--- src/rtl/dmem_port_arbiter.sv ---
// dmem_port_arbiter
//   Shares one single-ported 64-bit synchronous data memory between two
//   requesters (port 0 = pipeline MEM stage, port 1 = debug/loader).
//   At most one access is issued per cycle. Contested cycles are resolved
//   round-robin. Byte enables and write-lane steering come from size and
//   offset. Load data is sign- or zero-extended on the response cycle.
//
// Ports
//   clk, rst             clock (rising edge), asynchronous active-high reset
//   mN_req/we/addr/size  per-port request; fields are held stable until mN_gnt
//   mN_unsigned/wdata    load zero-extend select, right-aligned store data
//   mN_gnt               request accepted this cycle (combinational)
//   mN_rvalid/rdata/err  one-cycle response pulse, one cycle after mN_gnt
//   mem_en/we/idx/be     memory strobe, write, doubleword index, byte enables
//   mem_wdata            lane-steered store data
//   mem_rdata            read data, valid the cycle after mem_en
module dmem_port_arbiter #(
  parameter int ADDR_W    = 12,
  parameter bit PRIO_INIT = 1'b0
) (
  input  logic              clk,
  input  logic              rst,
  input  logic              m0_req,
  input  logic              m0_we,
  input  logic [ADDR_W-1:0] m0_addr,
  input  logic [1:0]        m0_size,
  input  logic              m0_unsigned,
  input  logic [63:0]       m0_wdata,
  output logic              m0_gnt,
  output logic              m0_rvalid,
  output logic [63:0]       m0_rdata,
  output logic              m0_err,
  input  logic              m1_req,
  input  logic              m1_we,
  input  logic [ADDR_W-1:0] m1_addr,
  input  logic [1:0]        m1_size,
  input  logic              m1_unsigned,
  input  logic [63:0]       m1_wdata,
  output logic              m1_gnt,
  output logic              m1_rvalid,
  output logic [63:0]       m1_rdata,
  output logic              m1_err,
  output logic              mem_en,
  output logic              mem_we,
  output logic [ADDR_W-4:0] mem_idx,
  output logic [7:0]        mem_be,
  output logic [63:0]       mem_wdata,
  input  logic [63:0]       mem_rdata
);

  // Arbitration state: rr_ptr names the requester that wins the next tie.
  logic rr_ptr_q, rr_ptr_d;

  // Response register, captured at grant time.
  logic       rsp_vld_q;
  logic       rsp_port_q;
  logic [1:0] rsp_size_q;
  logic       rsp_uns_q;
  logic [2:0] rsp_off_q;
  logic       rsp_we_q;
  logic       rsp_err_q;

  logic              any_gnt, win;
  logic              sel_we, sel_uns, misal, issue;
  logic [ADDR_W-1:0] sel_addr;
  logic [1:0]        sel_size;
  logic [63:0]       sel_wdata;
  logic [2:0]        off;
  logic [7:0]        size_mask;
  logic [63:0]       ld_sh, ld_ext, rsp_data;

  // Grant. Held in reset so nothing is accepted while rst is high.
  always_comb begin
    any_gnt  = 1'b0;
    win      = 1'b0;
    rr_ptr_d = rr_ptr_q;
    if (!rst) begin
      if (m0_req && m1_req) begin
        any_gnt  = 1'b1;
        win      = rr_ptr_q;
        rr_ptr_d = ~rr_ptr_q;   // the loser of this tie wins the next one
      end else if (m0_req) begin
        any_gnt = 1'b1;
        win     = 1'b0;
      end else if (m1_req) begin
        any_gnt = 1'b1;
        win     = 1'b1;
      end
    end
  end

  assign m0_gnt = any_gnt & ~win;
  assign m1_gnt = any_gnt &  win;

  // Winner's request fields.
  assign sel_we    = win ? m1_we       : m0_we;
  assign sel_uns   = win ? m1_unsigned : m0_unsigned;
  assign sel_addr  = win ? m1_addr     : m0_addr;
  assign sel_size  = win ? m1_size     : m0_size;
  assign sel_wdata = win ? m1_wdata    : m0_wdata;
  assign off       = sel_addr[2:0];

  always_comb begin
    misal     = 1'b0;
    size_mask = 8'h01;
    case (sel_size)
      2'b00: begin misal = 1'b0;          size_mask = 8'h01; end
      2'b01: begin misal = sel_addr[0];   size_mask = 8'h03; end
      2'b10: begin misal = |sel_addr[1:0]; size_mask = 8'h0F; end
      default: begin misal = |off;        size_mask = 8'hFF; end
    endcase
  end

  // A misaligned access is granted but never reaches the memory.
  assign issue     = any_gnt & ~misal;
  assign mem_en    = issue;
  assign mem_we    = issue & sel_we;
  assign mem_idx   = issue ? sel_addr[ADDR_W-1:3] : '0;
  assign mem_be    = issue ? (size_mask << off) : 8'h00;
  assign mem_wdata = issue ? (sel_wdata << {off, 3'b000}) : 64'h0;

  always_ff @(posedge clk or posedge rst) begin
    if (rst) begin
      rr_ptr_q   <= PRIO_INIT;
      rsp_vld_q  <= 1'b0;
      rsp_port_q <= 1'b0;
      rsp_size_q <= 2'b00;
      rsp_uns_q  <= 1'b0;
      rsp_off_q  <= 3'b000;
      rsp_we_q   <= 1'b0;
      rsp_err_q  <= 1'b0;
    end else begin
      rr_ptr_q   <= rr_ptr_d;
      rsp_vld_q  <= any_gnt;
      rsp_port_q <= win;
      rsp_size_q <= sel_size;
      rsp_uns_q  <= sel_uns;
      rsp_off_q  <= off;
      rsp_we_q   <= sel_we;
      rsp_err_q  <= misal;
    end
  end

  // Load alignment and extension on the response cycle.
  assign ld_sh = mem_rdata >> {rsp_off_q, 3'b000};

  always_comb begin
    ld_ext = ld_sh;
    case (rsp_size_q)
      2'b00:   ld_ext = {{56{ld_sh[7]  & ~rsp_uns_q}}, ld_sh[7:0]};
      2'b01:   ld_ext = {{48{ld_sh[15] & ~rsp_uns_q}}, ld_sh[15:0]};
      2'b10:   ld_ext = {{32{ld_sh[31] & ~rsp_uns_q}}, ld_sh[31:0]};
      default: ld_ext = ld_sh;
    endcase
  end

  // Stores and errored accesses return zero.
  assign rsp_data = (rsp_vld_q && !rsp_we_q && !rsp_err_q) ? ld_ext : 64'h0;

  assign m0_rvalid = rsp_vld_q & ~rsp_port_q;
  assign m1_rvalid = rsp_vld_q &  rsp_port_q;
  assign m0_rdata  = m0_rvalid ? rsp_data : 64'h0;
  assign m1_rdata  = m1_rvalid ? rsp_data : 64'h0;
  assign m0_err    = m0_rvalid & rsp_err_q;
  assign m1_err    = m1_rvalid & rsp_err_q;

endmodule

--- config.mk ---
export PLATFORM = sky130hd
export DESIGN_NAME = dmem_port_arbiter
export DESIGN_NICKNAME = d
export VERILOG_FILES = /design/src/rtl/dmem_port_arbiter.sv
export SDC_FILE = /design/constraint.sdc
export NUM_CORES = 1
export LEC_CHECK = 0
export CORE_AREA = 2 2 171 173
export DETAILED_ROUTE_END_ITERATION = 7
export DIE_AREA = 0 0 173 175
export GPL_ROUTABILITY_DRIVEN = 0
export PLACE_DENSITY_LB_ADDON = 0.25
export SLEW_MARGIN = 20
export SYNTH_ARGS = -nofsm -noshare
export SYNTH_HDL_FRONTEND = slang
export SYNTH_SLANG_ARGS = --single-unit
--- constraint.sdc ---
create_clock -name clk -period 5.9 [get_ports clk]
set_input_delay 1.77 -clock clk [delete_from_list [all_inputs] [get_ports clk]]
set_output_delay 1.77 -clock clk [all_outputs]
set_load 0.01 [all_outputs]
==> impl_metrics.ini <==
[yosys]
synth-edff-count = 0
yosysWarningCount = 0
synthAdderAreaFrac_pct = 0
synth_top_area_share_pct = 15.0
yosysTopAreaCell = mux4_2
synthTopCellsByArea = mux4_2, mux2i_1, nor2_1, nand2_1, mux2_2
synth_compound_area_share_pct = 25.2
synthSimpleGateAreaFrac_pct = 28.3
synth_area_per_cell_um2 = 6.83
async_flop_share_pct = 100
yosys.cell_types.count = 65
ys_seq_elements = 11
ys_seq_area_share_pct = 3.39
ys.flop_type = dfrtp_1
synth_cells = 1189
synth_top_family_by_area = multiplexers
muxShareOfSynthArea_pct = 34.3
synth-xor-area-share_pct = 0.431
syn_nets = 1417
synth_area_mm2 = 0.00813

[global_routing]
grt_pass1_vias = 12104
grt_pass1_wl_um = 73600
antenna_found_initial = 3
grt_use_met3_pct = 5.29
overflow = 0
grt_max_degree = 42
met2_usage_pct = 53.3
busiest_layer = met2
use_met1_pct = 37.7
grtUsageTotal_pct = 31.0

[worst_hold_path]
min_path_cells = 1
min-delay-path-class = flip-flop to flip-flop

[cts]
cts_tree = done
cts_buffers = 3
htree_levels = 1
clockRootBuffer = clkbuf_16
clk_pin_slew_ns = 0.04
insertion_delay_ns = 0.24
cts_hold_buf = 0
cts.sinks = 11
clock_path_buffers = 2

[finish]
finalNonFillerCells = 2111
drive_gt1_share_pct = 24.8
nNetsFinal = 1955
final_cell_mix = clkdlybuf4s50_1, nor2_1, buf_4
fin_area_mm2 = 0.0144
area_delta_synth_final_pct = 77.0
final_common_cell = clkdlybuf4s50_1

[route]
post_drt_wl_per_cell_um = 24.0
vias_per_cell = 5.94
drc = 0
ant_nets = 0
dr.first_iter.drc_count = 1528
dr.pass1.iters = 8
routed-via-count = 12546
wl_um = 50700

[placement]
dpl_cell_area_mm2 = 0.0142
port-buffer-count = 444
post-place-cells = 2084
dp.final_hpwl_um = 40600
place_ws_ns = -0.749

[floorplan]
rows = 62
fp.dieArea_mm2 = 0.0303
io_pins = 445
die_x_um = 173
initial_core_util_pct = 28.6
die_h_um = 175
core-area_mm2 = 0.0284

[sta]
finalCritPeriodShare_pct = 99.2
maxSlewViolCount = 0
layout_setup_ws_ns = 0.0465
finalSetupTns_ns = 0
min_period_ns = 5.85
clock.fmax_mhz = 171
hold_viol = 0
rsz0062_at_grt = false
slew_headroom_pct = 41.1
worstMarginPinSlew_ns = 0.881
fin_worst_skew_ns = 0.00405
finalSetupViolations = 0
holdWs_ns = 0.563

[worst_setup_path]
reg2reg_slack_ns = 4.02
cp-startpoint = mem_rdata[7]
start_kind = input port
cp-endpoint = m1_rdata[35]
cp.arrival_ns = 4.08
rr_worst_depth = 8
r2r-end = rsp_off_q[2]
required_ns = 4.13
worst_r2r_startpoint = rr_ptr_q
endpoint_kind = primary output
path_class = input port to primary output
path_max_fanout = 15

[pwr]
power.leakage_nw = 6.72
powerDensity_mw_per_mm2 = 126
ir_drop_uv = 86.1

[job]
max-cap-violations = 0

[run_status]
status = completed
-- metrics by stage --
step                      power [mW]  utilization (%)
after global routing            1.89             50.7
after CTS                       1.77             50.9
after global placement          1.61             50.2
after detailed placement        1.62             50.2
after floorplan                0.852                -
final                           1.81             50.7
-- final cells by class --
cell class | count | area, um2
antenna | 1 | 2.50
timing repair buffer | 661 | 6000
fill | 2823 | 14000
clock inverter | 1 | 5.00
inverter | 37 | 141
tap | 384 | 480
multi-input combinational | 1013 | 7400
clock buffer | 3 | 75.1
sequential | 11 | 279
-- synth_stat cells, drive strengths merged, types with 16 or more instances --
cell and instances:
clkbuf 71, mux2i 120, nor4 26, nor3 25
nor2 212, mux2 33, a211oi 45, buf 57
a21boi 16, inv 35, a21oi 69, o21ai 50
nor2b 29, nand3 31, nand4 18, mux4 54
nand2 128
-- timing repair --
action	in CTS	in global routing
resized for setup	226	137
setup buffers	10	8
endpoints found under the setup margin	193	106
pin swaps	9	11
gates cloned	2	2
-- critical path, cell delays in order --
cell and delay, ns:
clkdlybuf4s50_1 0.39, mux2_2 0.28, o22ai_2 0.14, buf_4 0.14, a2111oi_4 0.05, buf_4 0.17
buf_4 0.13, o31ai_4 0.49, clkbuf_16 0.30, nor2_1 0.06, clkbuf_2 0.14
-- power breakdown --
group,internal [mW],switching (mW),total (mW)
registers,0.0878,0.0379,0.126
logic,0.736,0.823,1.56
clock network,0.0897,0.0330,0.123
-- kinds of logic (layout without fill, tap and decap cells) --
group | count (synthesis) | in the layout
xor gates and xnor gates | 4 | 4
muxes | 207 | 207
other | 0 | 1
and+or+nand+nor | 508 | 508
AOI/OAI and AO/OA | 294 | 294
DFF | 11 | 11
buffers and inverters | 165 | 702
-- how the worst min path moves through the flow --
stage | start | end
6_report | rr_ptr_q | rr_ptr_q
5_1_grt | rr_ptr_q | rr_ptr_q
4_1_cts | rr_ptr_q | rr_ptr_q
3_5_place_dp | rr_ptr_q | rr_ptr_q
3_3_place_gp | rr_ptr_q | rr_ptr_q
2_1_floorplan | rr_ptr_q | rr_ptr_q
-- sequential cells by signal (all words and copies together) (netlist names) --
name        cells
rsp_we_q        1
rsp_port_q      1
rsp_size_q      2
rsp_vld_q       1
rsp_off_q       3
rsp_err_q       1
rsp_uns_q       1
rr_ptr_q        1
-- per-layer routing --
| metal | routed length, um | vias to the layer above |
|---|---|---|
| li1 | - | 5494 |
| met1 | 18900 | 5918 |
| met2 | 23800 | 948 |
| met3 | 5250 | 182 |
| met4 | 2730 | 4 |
| met5 | 48 | - |
No activity file was read; power rests on OpenSTA's default activity.
